## src/rtl/bus_pkg.sv

```systemverilog
// Shared backplane-bus definitions: frame layout, error codes, parser states and station address.
// RX_CHKSUM_EN selects the 139-byte frame that carries a trailing checksum byte.
package bus_pkg;

   localparam logic [10:0] OFS_DA   = 11'd0,
                           OFS_SA   = 11'd1,
                           OFS_FC   = 11'd2,
                           OFS_MODE = 11'd3,
                           OFS_ADDR = 11'd4,
                           OFS_TYPE = 11'd9,
                           OFS_DATA = 11'd10;
   localparam logic [10:0] DATA_LEN = 11'd128;

`ifdef RX_CHKSUM_EN
   localparam logic [10:0] FRM_LEN_DEF = 11'd139;
`else
   localparam logic [10:0] FRM_LEN_DEF = 11'd138;
`endif

   localparam logic [2:0] ERR_NONE   = 3'd0,
                          ERR_LEN    = 3'd1,
                          ERR_DA     = 3'd2,
                          ERR_SA     = 3'd3,
                          ERR_FC     = 3'd4,
                          ERR_TYPE   = 3'd5,
                          ERR_CHKSUM = 3'd6,
                          ERR_OVR    = 3'd7;

   typedef enum logic [2:0] {
      ST_IDLE, ST_HDR, ST_CHK, ST_DATA, ST_DONE, ST_ERR
   } rx_state_t;

   typedef struct packed {
      logic [7:0]  da;
      logic [7:0]  sa;
      logic [7:0]  fc;
      logic [7:0]  mode;
      logic [23:0] addr;
      logic [7:0]  typ;
   } rx_hdr_t;

   // Station address from rack/slot; intentionally wraps modulo 256.
   function automatic logic [7:0] own_addr(input logic [2:0] rack, input logic [3:0] slot);
      return {5'd0, rack} * 8'd14 + 8'd14 - {4'd0, slot};
   endfunction

endpackage

```

## src/rtl/rx_rd_pipe.sv

```systemverilog
// Delay line that tracks which buffer reads are in flight and the byte index each one carries.
module rx_rd_pipe #(
   parameter int RD_LAT = 2,
   parameter int IW     = 11
) (
   input  logic          clk,
   input  logic          reset,
   input  logic          flush,
   input  logic          vld_in,
   input  logic [IW-1:0] idx_in,
   output logic          vld_out,
   output logic [IW-1:0] idx_out
);

   logic [RD_LAT:1]         vld_pipe;
   logic [RD_LAT:1][IW-1:0] idx_pipe;

   always_ff @(posedge clk) begin
      if (reset || flush) begin
         vld_pipe <= '0;
         idx_pipe <= '0;
      end else begin
         vld_pipe[1] <= vld_in;
         idx_pipe[1] <= idx_in;
         for (int s = 2; s <= RD_LAT; s++) begin
            vld_pipe[s] <= vld_pipe[s-1];
            idx_pipe[s] <= idx_pipe[s-1];
         end
      end
   end

   assign vld_out = vld_pipe[RD_LAT];
   assign idx_out = idx_pipe[RD_LAT];

endmodule

```

## src/rtl/rx_bus_parser.sv

```systemverilog
// Backplane frame receiver: validates the header, streams the payload to staging RAM, reports MODE/ADDR.
// Optional RX_CHKSUM_EN: verify the trailing sum byte after the payload has been written.
module rx_bus_parser
   import bus_pkg::*;
#(
   parameter int          RD_LAT   = 2,
   parameter logic [7:0]  MST_ADDR = 8'hFE,
   parameter logic [7:0]  FC_CMD   = 8'h10,
   parameter logic [7:0]  TYPE_EXP = 8'h60,
   parameter logic [10:0] FRM_LEN  = FRM_LEN_DEF
) (
   input  logic        clk,
   input  logic        reset,
   input  logic [2:0]  rack_id,
   input  logic [3:0]  slot_id,
   input  logic        ini_done,
   input  logic        rx_done,
   input  logic [10:0] rx_data_len,
   output logic        rx_buf_rden,
   output logic [10:0] rx_buf_raddr,
   input  logic [7:0]  rx_buf_rdata,
   output logic        data_wren,
   output logic [6:0]  data_waddr,
   output logic [7:0]  data_wdata,
   output logic        rx_flag,
   output logic [7:0]  rx_mode,
   output logic [23:0] rx_addr,
   output logic        frame_err,
   output logic [2:0]  err_code
);

   rx_state_t   state, state_nxt;
   rx_hdr_t     hdr;
   logic        ini_d, own_vld, own_pend;
   logic [7:0]  own;
   logic [2:0]  pend_rack;
   logic [3:0]  pend_slot;
   logic        rd_act;
   logic [10:0] rd_cnt;
   logic        pv;
   logic [10:0] pidx;
   logic [2:0]  err_pend, chk_code, fail_code;
   logic        chk_pass, start, fail, data_end;

`ifdef RX_CHKSUM_EN
   logic [7:0]  sum;
   logic        chk_seen, chk_ok;
   assign data_end = chk_seen;
`else
   assign data_end = data_wren && (data_waddr == 7'd127);
`endif

   assign rx_buf_rden  = rd_act;
   assign rx_buf_raddr = rd_act ? rd_cnt : 11'd0;

   rx_rd_pipe #(.RD_LAT(RD_LAT), .IW(11)) u_rd_pipe (
      .clk     (clk),
      .reset   (reset),
      .flush   (state == ST_ERR),
      .vld_in  (rd_act),
      .idx_in  (rd_cnt),
      .vld_out (pv),
      .idx_out (pidx)
   );

   // Header check order sets the reported reason when several fields are wrong.
   always_comb begin
      chk_code = ERR_NONE;
      if (!(hdr.da == own || hdr.da == 8'hFF)) chk_code = ERR_DA;
      else if (hdr.sa != MST_ADDR)             chk_code = ERR_SA;
      else if (hdr.fc != FC_CMD)               chk_code = ERR_FC;
      else if (hdr.typ != TYPE_EXP)            chk_code = ERR_TYPE;
      chk_pass = (chk_code == ERR_NONE);
   end

   always_ff @(posedge clk) begin
      if (reset) state <= ST_IDLE;
      else       state <= state_nxt;
   end

   always_comb begin
      state_nxt = state;
      start     = 1'b0;
      fail      = 1'b0;
      fail_code = ERR_NONE;
      case (state)
         ST_IDLE:
            if (rx_done && own_vld) begin
               if (rx_data_len != FRM_LEN) begin
                  state_nxt = ST_ERR;
                  fail      = 1'b1;
                  fail_code = ERR_LEN;
               end else begin
                  state_nxt = ST_HDR;
                  start     = 1'b1;
               end
            end
         // Payload reads keep streaming while the last header bytes land, so no bubble.
         ST_HDR:
            if (pv && pidx == OFS_TYPE) state_nxt = ST_CHK;
         ST_CHK:
            if (chk_pass) state_nxt = ST_DATA;
            else begin
               state_nxt = ST_ERR;
               fail      = 1'b1;
               fail_code = chk_code;
            end
         ST_DATA:
            if (data_end) begin
`ifdef RX_CHKSUM_EN
               if (chk_ok) state_nxt = ST_DONE;
               else begin
                  state_nxt = ST_ERR;
                  fail      = 1'b1;
                  fail_code = ERR_CHKSUM;
               end
`else
               state_nxt = ST_DONE;
`endif
            end
         ST_DONE: state_nxt = ST_IDLE;
         ST_ERR:  state_nxt = ST_IDLE;
         default: state_nxt = ST_IDLE;
      endcase
   end

   always_ff @(posedge clk) begin
      if (reset) begin
         ini_d      <= 1'b0;
         own_vld    <= 1'b0;
         own_pend   <= 1'b0;
         own        <= 8'd0;
         pend_rack  <= 3'd0;
         pend_slot  <= 4'd0;
         rd_act     <= 1'b0;
         rd_cnt     <= 11'd0;
         hdr        <= '0;
         err_pend   <= ERR_NONE;
         data_wren  <= 1'b0;
         data_waddr <= 7'd0;
         data_wdata <= 8'd0;
         rx_flag    <= 1'b0;
         rx_mode    <= 8'd0;
         rx_addr    <= 24'd0;
         frame_err  <= 1'b0;
         err_code   <= ERR_NONE;
      end else begin
         ini_d <= ini_done;
         // A mid-frame address change is parked until the parser is idle again.
         if (ini_done && !ini_d) begin
            if (state == ST_IDLE) begin
               own      <= own_addr(rack_id, slot_id);
               own_vld  <= 1'b1;
               own_pend <= 1'b0;
            end else begin
               pend_rack <= rack_id;
               pend_slot <= slot_id;
               own_pend  <= 1'b1;
            end
         end else if (own_pend && state == ST_IDLE) begin
            own      <= own_addr(pend_rack, pend_slot);
            own_vld  <= 1'b1;
            own_pend <= 1'b0;
         end

         if (start) begin
            rd_act <= 1'b1;
            rd_cnt <= 11'd0;
         end else if (fail) begin
            rd_act <= 1'b0;
         end else if (rd_act) begin
            if (rd_cnt == FRM_LEN - 11'd1) rd_act <= 1'b0;
            rd_cnt <= rd_cnt + 11'd1;
         end

         if (pv && state == ST_HDR) begin
            case (pidx)
               OFS_DA:           hdr.da          <= rx_buf_rdata;
               OFS_SA:           hdr.sa          <= rx_buf_rdata;
               OFS_FC:           hdr.fc          <= rx_buf_rdata;
               OFS_MODE:         hdr.mode        <= rx_buf_rdata;
               OFS_ADDR:         hdr.addr[23:16] <= rx_buf_rdata;
               OFS_ADDR + 11'd1: hdr.addr[15:8]  <= rx_buf_rdata;
               OFS_ADDR + 11'd2: hdr.addr[7:0]   <= rx_buf_rdata;
               OFS_TYPE:         hdr.typ         <= rx_buf_rdata;
               default: ;
            endcase
         end

         data_wren <= 1'b0;
         if (pv && pidx >= OFS_DATA && pidx < OFS_DATA + DATA_LEN &&
             (state == ST_DATA || (state == ST_CHK && chk_pass))) begin
            data_wren  <= 1'b1;
            data_waddr <= 7'(pidx - OFS_DATA);
            data_wdata <= rx_buf_rdata;
         end

         rx_flag   <= 1'b0;
         frame_err <= 1'b0;
         if (fail) err_pend <= fail_code;
         if (state == ST_DONE) begin
            rx_flag <= 1'b1;
            rx_mode <= hdr.mode;
            rx_addr <= hdr.addr;
         end
         if (state == ST_ERR) begin
            frame_err <= 1'b1;
            err_code  <= err_pend;
         end
         if (rx_done && state != ST_IDLE) begin
            frame_err <= 1'b1;
            err_code  <= ERR_OVR;
         end
      end
   end

`ifdef RX_CHKSUM_EN
   always_ff @(posedge clk) begin
      if (reset) begin
         sum      <= 8'd0;
         chk_seen <= 1'b0;
         chk_ok   <= 1'b0;
      end else if (start) begin
         sum      <= 8'd0;
         chk_seen <= 1'b0;
         chk_ok   <= 1'b0;
      end else if (pv && (state == ST_HDR || state == ST_CHK || state == ST_DATA)) begin
         if (pidx < FRM_LEN - 11'd1) sum <= sum + rx_buf_rdata;
         else begin
            chk_seen <= 1'b1;
            chk_ok   <= (sum == rx_buf_rdata);
         end
      end
   end
`endif

endmodule
```

## config.mk

```make
export PLATFORM = sky130hd
export DESIGN_NAME = rx_bus_parser
export DESIGN_NICKNAME = d
export VERILOG_FILES = /design/src/rtl/bus_pkg.sv /design/src/rtl/rx_rd_pipe.sv /design/src/rtl/rx_bus_parser.sv
export SDC_FILE = /design/constraint.sdc
export NUM_CORES = 1
export LEC_CHECK = 0
export BUFFER_PORTS_ARGS = -buffer_cell sky130_fd_sc_hd__buf_2
export CORE_MARGIN = 3
export CORE_UTILIZATION = 35
export DETAILED_ROUTE_END_ITERATION = 8
export SETUP_SLACK_MARGIN = 0.4
export SLEW_MARGIN = 0
export SYNTH_ARGS = -nofsm -noshare
export SYNTH_HDL_FRONTEND = slang
export SYNTH_SLANG_ARGS = --single-unit
```

## constraint.sdc

```tcl
create_clock -name clk -period 5.05 [get_ports clk]
set_clock_uncertainty 0.2 [all_clocks]
set_input_delay 0 -clock clk [delete_from_list [all_inputs] [get_ports clk]]
set_output_delay 0 -clock clk [all_outputs]
set_load 0.05 [all_outputs]
```

---- Word-level counts from Yosys, hierarchy flattened ----
Index checks and enable logic that the tools add are counted.
cells by class
  bitwise gates (word level) .............. 2
  reduce and logical (&&, ||, !) cells .... 34
  order comparisons ....................... 2
  muxes and demuxes ....................... 41
  eq/ne operators ......................... 24
  $add $sub $neg .......................... 6
  multiply operators ...................... 2
operator list
  operator                                                                               number
  3-bit 2-to-1 mux                                                                       12
  11-bit by 3-bit equality test with 1-bit output (second input constant)                3
  8-bit 2-to-1 mux                                                                       3
  11-bit by 2-bit equality test with 1-bit output (second input constant)                2
  1-bit 2-to-1 mux                                                                       22
  2-bit AND reduction                                                                    11
  7-bit by 4-bit adder with 8-bit output (second input constant)                         2
  8-bit by 4-bit subtractor with 8-bit output                                            2
  3-bit by 3-bit multiplier with 6-bit output (second input constant)                    2
  3-bit case mux with 4 select lines                                                     1
  11-bit by 1-bit adder with 11-bit output (second input constant)                       1
  11-bit by 1-bit equality test with 1-bit output (second input constant)                1
  11-bit by 4-bit equality test with 1-bit output (second input constant)                1
  11-bit by 8-bit equality test with 1-bit output (second input constant)                1
  11-bit by 4-bit greater-or-equal comparator with 1-bit output (second input constant)  1
  1-bit logical AND                                                                      11
  11-bit logical NOT                                                                     1
  11-bit by 8-bit < comparator with 1-bit output (second input constant)                 1
  11-bit 2-to-1 mux                                                                      1
  11-bit by 8-bit inequality test with 1-bit output (second input constant)              1
  8-bit equality test                                                                    1
  8-bit equality test (second input constant)                                            1
  8-bit by 5-bit inequality test with 1-bit output (second input constant)               1
  8-bit by 7-bit inequality test with 1-bit output (second input constant)               1
  other kinds (18)                                                                       27
word-level totals
  register bits after elaboration ......... 177
  bits of input ports ..................... 30

---- Logic depth before layout (Yosys ltp) ----
  depth in word-level cells ............... 10
  mapped depth ............................ 12
  gate-level depth less buffers ........... 12

---- By module ----
Synthesis repeated with hierarchy kept, for this count alone.
second synthesis, totals
  cells, all modules ...................... 925
  area, all modules ....................... 8059.0 sq um
modules (own cells, without submodules)
  module         seq. area each (sq um)  cells an instance  area an instance (sq um)  instances
  rx_bus_parser  3062.9                  862                7170.6                    1
  rx_rd_pipe     480.5                   63                 888.4                     1

---- Least setup slack after synthesis ----
Ideal clock, no wire load.
  path kind ............................... register to register
  from .................................... register pend_rack[1]
  to ...................................... register own[6]
  arrival ................................. 2612 ps
  required time ........................... 4758 ps
  setup slack ............................. 2146 ps
  cell stages (with the launch flop) ...... 12
  library setup time ...................... 92 ps
  path through ............................ dfxtp_1 fa_1 ha_1 fa_1 inv_1 ha_1 o21ai_0 o21ai_0 a21oi_1 xnor2_1 nor3_1 nor4_1
on the way
  word-level cells in the longest chain between the ends .. 5
ends and longest elaborated chain
  what                                         RTL line              source
  start: declaration                           rx_bus_parser.sv:36   logic [2:0] pend_rack;
  start signal: assignment                     rx_bus_parser.sv:156  pend_rack <= rack_id;
  3-bit by 3-bit multiplier with 6-bit output  bus_pkg.sv:44         return {5'd0, rack} * 8'd14 + 8'd14 - {4'd0, slot};
  7-bit by 4-bit adder with 8-bit output       bus_pkg.sv:44
  8-bit by 4-bit subtractor with 8-bit output  bus_pkg.sv:44
  8-bit 2-to-1 mux                             rx_bus_parser.sv:160  end else if (own_pend && state == ST_IDLE) begin
  8-bit 2-to-1 mux                             rx_bus_parser.sv:150  if (ini_done && !ini_d) begin
  end signal: assignment                       rx_bus_parser.sv:152  own <= own_addr(rack_id, slot_id);
  end signal: assignment                       rx_bus_parser.sv:161  own <= own_addr(pend_rack, pend_slot);
  end: declaration                             rx_bus_parser.sv:35   logic [7:0] own;
Every way passes these cells. The select of a mux whose other input is x is not followed.
A chain may end at the register's enable or synchronous reset.

---- Worst setup path after layout ----
Same ends and word-level chain as after synthesis.

==> metrics.csv <==
stage;metric;value;unit
die;effective utilization at floorplan;35.74;%
sta;fin worst setup slack;1938;ps
die;width of the die;155.7;microns
pwr;Max rail drop VDD;0.0001825;V
global_route;total track usage;14.88;%
cells_and_area;Final Instance Count excl. Fillers;1283;
clocking;maximum clock path buffer count;2;
route;remaining design rule violation count;0;
sta;number of pins exceeding their max-slew limit in the final report;0;
sta;peak clock frequency supported by timing;0.3213;GHz
placement;port buffer count;94;
synthesis;cell types with the largest area share after synthesis;dfxtp_1 (45%), mux2i_1 (7.4%), nand2_1 (6.4%), a21oi_1 (5.7%), ha_1 (5.1%);
global_route;global-route wire length before repair;29220;microns
synthesis;average cell area after synthesis;8.778;sq um
synthesis;sequential area share after synthesis;45.15;%
route;drt pass-1 iters;4;
pwr;portion of total power attributed to sequential cells;41.7;%
clocking;Worst-path clk slew;70;ps
die;Core Footprint;21960;sq um
route;post-detailed-route wirelength per cell;13.92;microns
pwr;cell internal pwr;2.495;mW
sta;Post-Route Setup TNS;0;ps
pwr;sw frac;31.22;%
setup_path;crit path cell chain;fa_1 > ha_1 > fa_1 > inv_1 > ha_1 > o21ai_0 > o21ai_0 > a21oi_1 > xnor2_1 > nor3_1 > nor4_1;
setup_path;cell type of the slowest stage on the worst timing path;fa_1;
sta;final hold slack;26.68;ps
synthesis;count of cell types in the netlist;57;
die;I/O pins;95;
synthesis;count of yosys warnings during synthesis;0;
pwr;leakage dissipation;3.936;nW
sta;actual transition at the worst max-transition pin;1184;ps
clocking;clock tree from TritonCTS;yes;
sta;final period demand of the worst path;3112;ps
global_route;antenna violations before repair;0;
flow_run;number of maximum-capacitance constraint violations;0;
clocking;H-Tree Level Count;4;
route;total via count after detailed routing;6174;
placement;routability-driven placement congestion ratio;0.7999;
synthesis;#FFs+latches synth;177;
min_path;Worst Hold Class;in2reg;
global_route;via count of the first global-routing pass;5722;
sta;number of hold violations in the final report;0;
global_route;maximum number of pins on one net before global-route repair;106;
setup_path;maximum fanout encountered on the critical timing path;5;
clocking;root buffer cell;clkbuf_16;
sta;RSZ-0062 raised after global routing;false;
placement;total half-perimeter wirelength after legalization and detailed placement;12210;microns
placement;Cells after DPL;1222;
synthesis;dominant cell type by area after synthesis;dfxtp_1;
setup_path;data arrival at the endpoint of the critical path;3240;ps
pwr;power per standard cell area;386.6;nW/um^2
pwr;combinational share of power;21.4;%
route;vias per inst;4.812;
placement;dpl cell area;8494;sq um
cells_and_area;share of cells above drive strength 1;14.76;%
pwr;switching power;1.132;mW
pwr;Clock Power Share;36.9;%
clocking;TritonCTS Sinks;177;
sta;fin crit share;61.63;%
clocking;insertion delay to the later sink of the worst-skew pair;430;ps
die;Die Area;24250;sq um
setup_path;startpoint-to-endpoint class of the critical path;reg2reg;
setup_path;CP max stage delay;500;ps
synthesis;Commonest cells post-synth;dfxtp_1 (177), nand2_1 (134), nor2_1 (104), a21oi_1 (90), mux2i_1 (58);
placement;Post-Place Setup Slack;1925;ps
clocking;CTS Buf Count;17;
route;First DRT Iteration DRCs;287;
setup_path;required arrival time at the worst endpoint;5180;ps
synthesis;net count after synthesis;964;
synthesis;top_reg_cell synth;dfxtp_1;
route;wirelength, routed;17860;microns
synthesis;number of standard cells after synthesis;894;
cells_and_area;area growth from synthesis to layout;19.56;%
cells_and_area;number of nets in the layout;1060;
die;row count;54;
cells_and_area;cell area after layout;9383;sq um
sta;worst rel slew slack;21.09;%
setup_path;startpoint class of the critical path;flip-flop;
synthesis;number of enable flip-flop cells after synthesis;0;
synthesis;synthesized area;7848;sq um
synthesis;most numerous cell in the Yosys netlist;dfxtp_1;
setup_path;CP Capture Type;flip-flop;
synthesis;Synth top area share;45.15;%
outcome;run status;complete, no violations;
route;Detail Route Antenna Nets;0;
cells_and_area;count of antenna diodes in the layout;0;
die;die height;155.7;microns
sta;number of setup violations in the final report;0;
global_route;global-route congestion overflow total;0;
synthesis;post-synthesis async set-or-reset flop share;0;%
-- kinds of logic (layout without fill, tap and decap cells) --
| family | Yosys count | in the layout | share of synthesized area, % |
|---|---|---|---|
| xor gates and xnor gates | 24 | 24 | 2.679 |
| adders and majority gates | 40 | 40 | 7.143 |
| buffers and inverters | 86 | 195 | 4.448 |
| muxes | 58 | 58 | 7.398 |
| and+or+nand+nor | 357 | 357 | 21.92 |
| DFF | 177 | 177 | 45.15 |
| AOI/OAI and AO/OA | 152 | 152 | 11.26 |
-- per-layer routing --
metal	global-route usage [%]	routed length, microns	up-vias
met5	0	0	-
met4	5.677	297	0
met3	2.774	744	27
met2	23.57	8226	135
met1	20.23	8596	2811
li1	-	-	3201
-- worst max-delay path, delay by kind of cell, from the launching register on --
family | cells | cell delay, ps
AO/OA/AOI/OAI | 3 | 380
XOR/XNOR | 1 | 130
AND/OR/NAND/NOR | 2 | 300
adder cells (fa/ha/maj) | 4 | 1510
buffers and inverters | 1 | 50
flip-flops | 1 | 440
-- per-stage QoR --
stage          utilization [%]  total power [mW]
2_1_floorplan                -             2.121
3_3_place_gp             38.68             2.298
3_5_place_dp             38.68             2.303
4_1_cts                  42.73             3.673
5_1_grt                  42.73             3.840
6_report                 42.73             3.627
-- path summary, 6_finish.rpt --
kind                         startpoint              endpoint  slack [ps]  cells past startpoint
setup / recovery           pend_rack[1]                own[6]        1940                     11
hold / removal           rx_data_len[8]              state[2]          30                      5
setup reg to reg           pend_rack[1]                own[6]        1940                     11
hold reg to reg   u_rd_pipe.idx_pipe[5]  u_rd_pipe.idx_out[5]         230                      1
-- area by class of cell --
type                       instances  area [sq um]
clock buffer                      18         429.2
tap                              280         350.3
multi-input combinational        631          3959
fill                            2244         12580
timing repair buffer             128         800.8
sequential                       177          3543
clock inverter                    14         168.9
inverter                          35         131.4
-- registers in the layout, indices dropped and copies added, names as in the netlist, 4 cells and up --
name and count:
rd_cnt 11, hdr 64, data_wdata 8, own 8
rx_mode 8, rx_addr 24, u_rd_pipe.idx_pipe 11, data_waddr 7
pend_slot 4, u_rd_pipe.idx_out 11
-- power groups by stage --
stage	Clock [mW]	Sequential [mW]	Combinational, mW
floorplan	0	1.57	0.554
global placement	0	1.54	0.754
detailed placement	0	1.55	0.757
CTS	1.37	1.51	0.786
global route	1.43	1.52	0.890
finish	1.34	1.51	0.775
-- repair_timing --
item | in CTS | in global routing
hold buffers | 29 | 0
resized for setup | 0 | 0
buffers inserted | 0 | 0
setup endpoints to repair | 0 | 0
endpoints found under the hold margin | 105 | 0
-- layout by cell type (no fill, tap or decap), types with 8 or more instances in the layout --
cell / instances
dfxtp_1: 177
inv_1: 35
ha_1: 32
mux2i_1: 58
buf_2: 93
o21ai_0: 20
and2_1: 40
nor3_1: 9
xor2_1: 14
nor2_1: 104
a21oi_1: 89
a211oi_1: 10
fa_1: 8
xnor2_1: 10
nor2b_1: 8
nand2_1: 134
nand4_1: 10
clkbuf_16: 17
dlygate4sd3_1: 29
No activity file was read; power rests on OpenSTA's default activity.
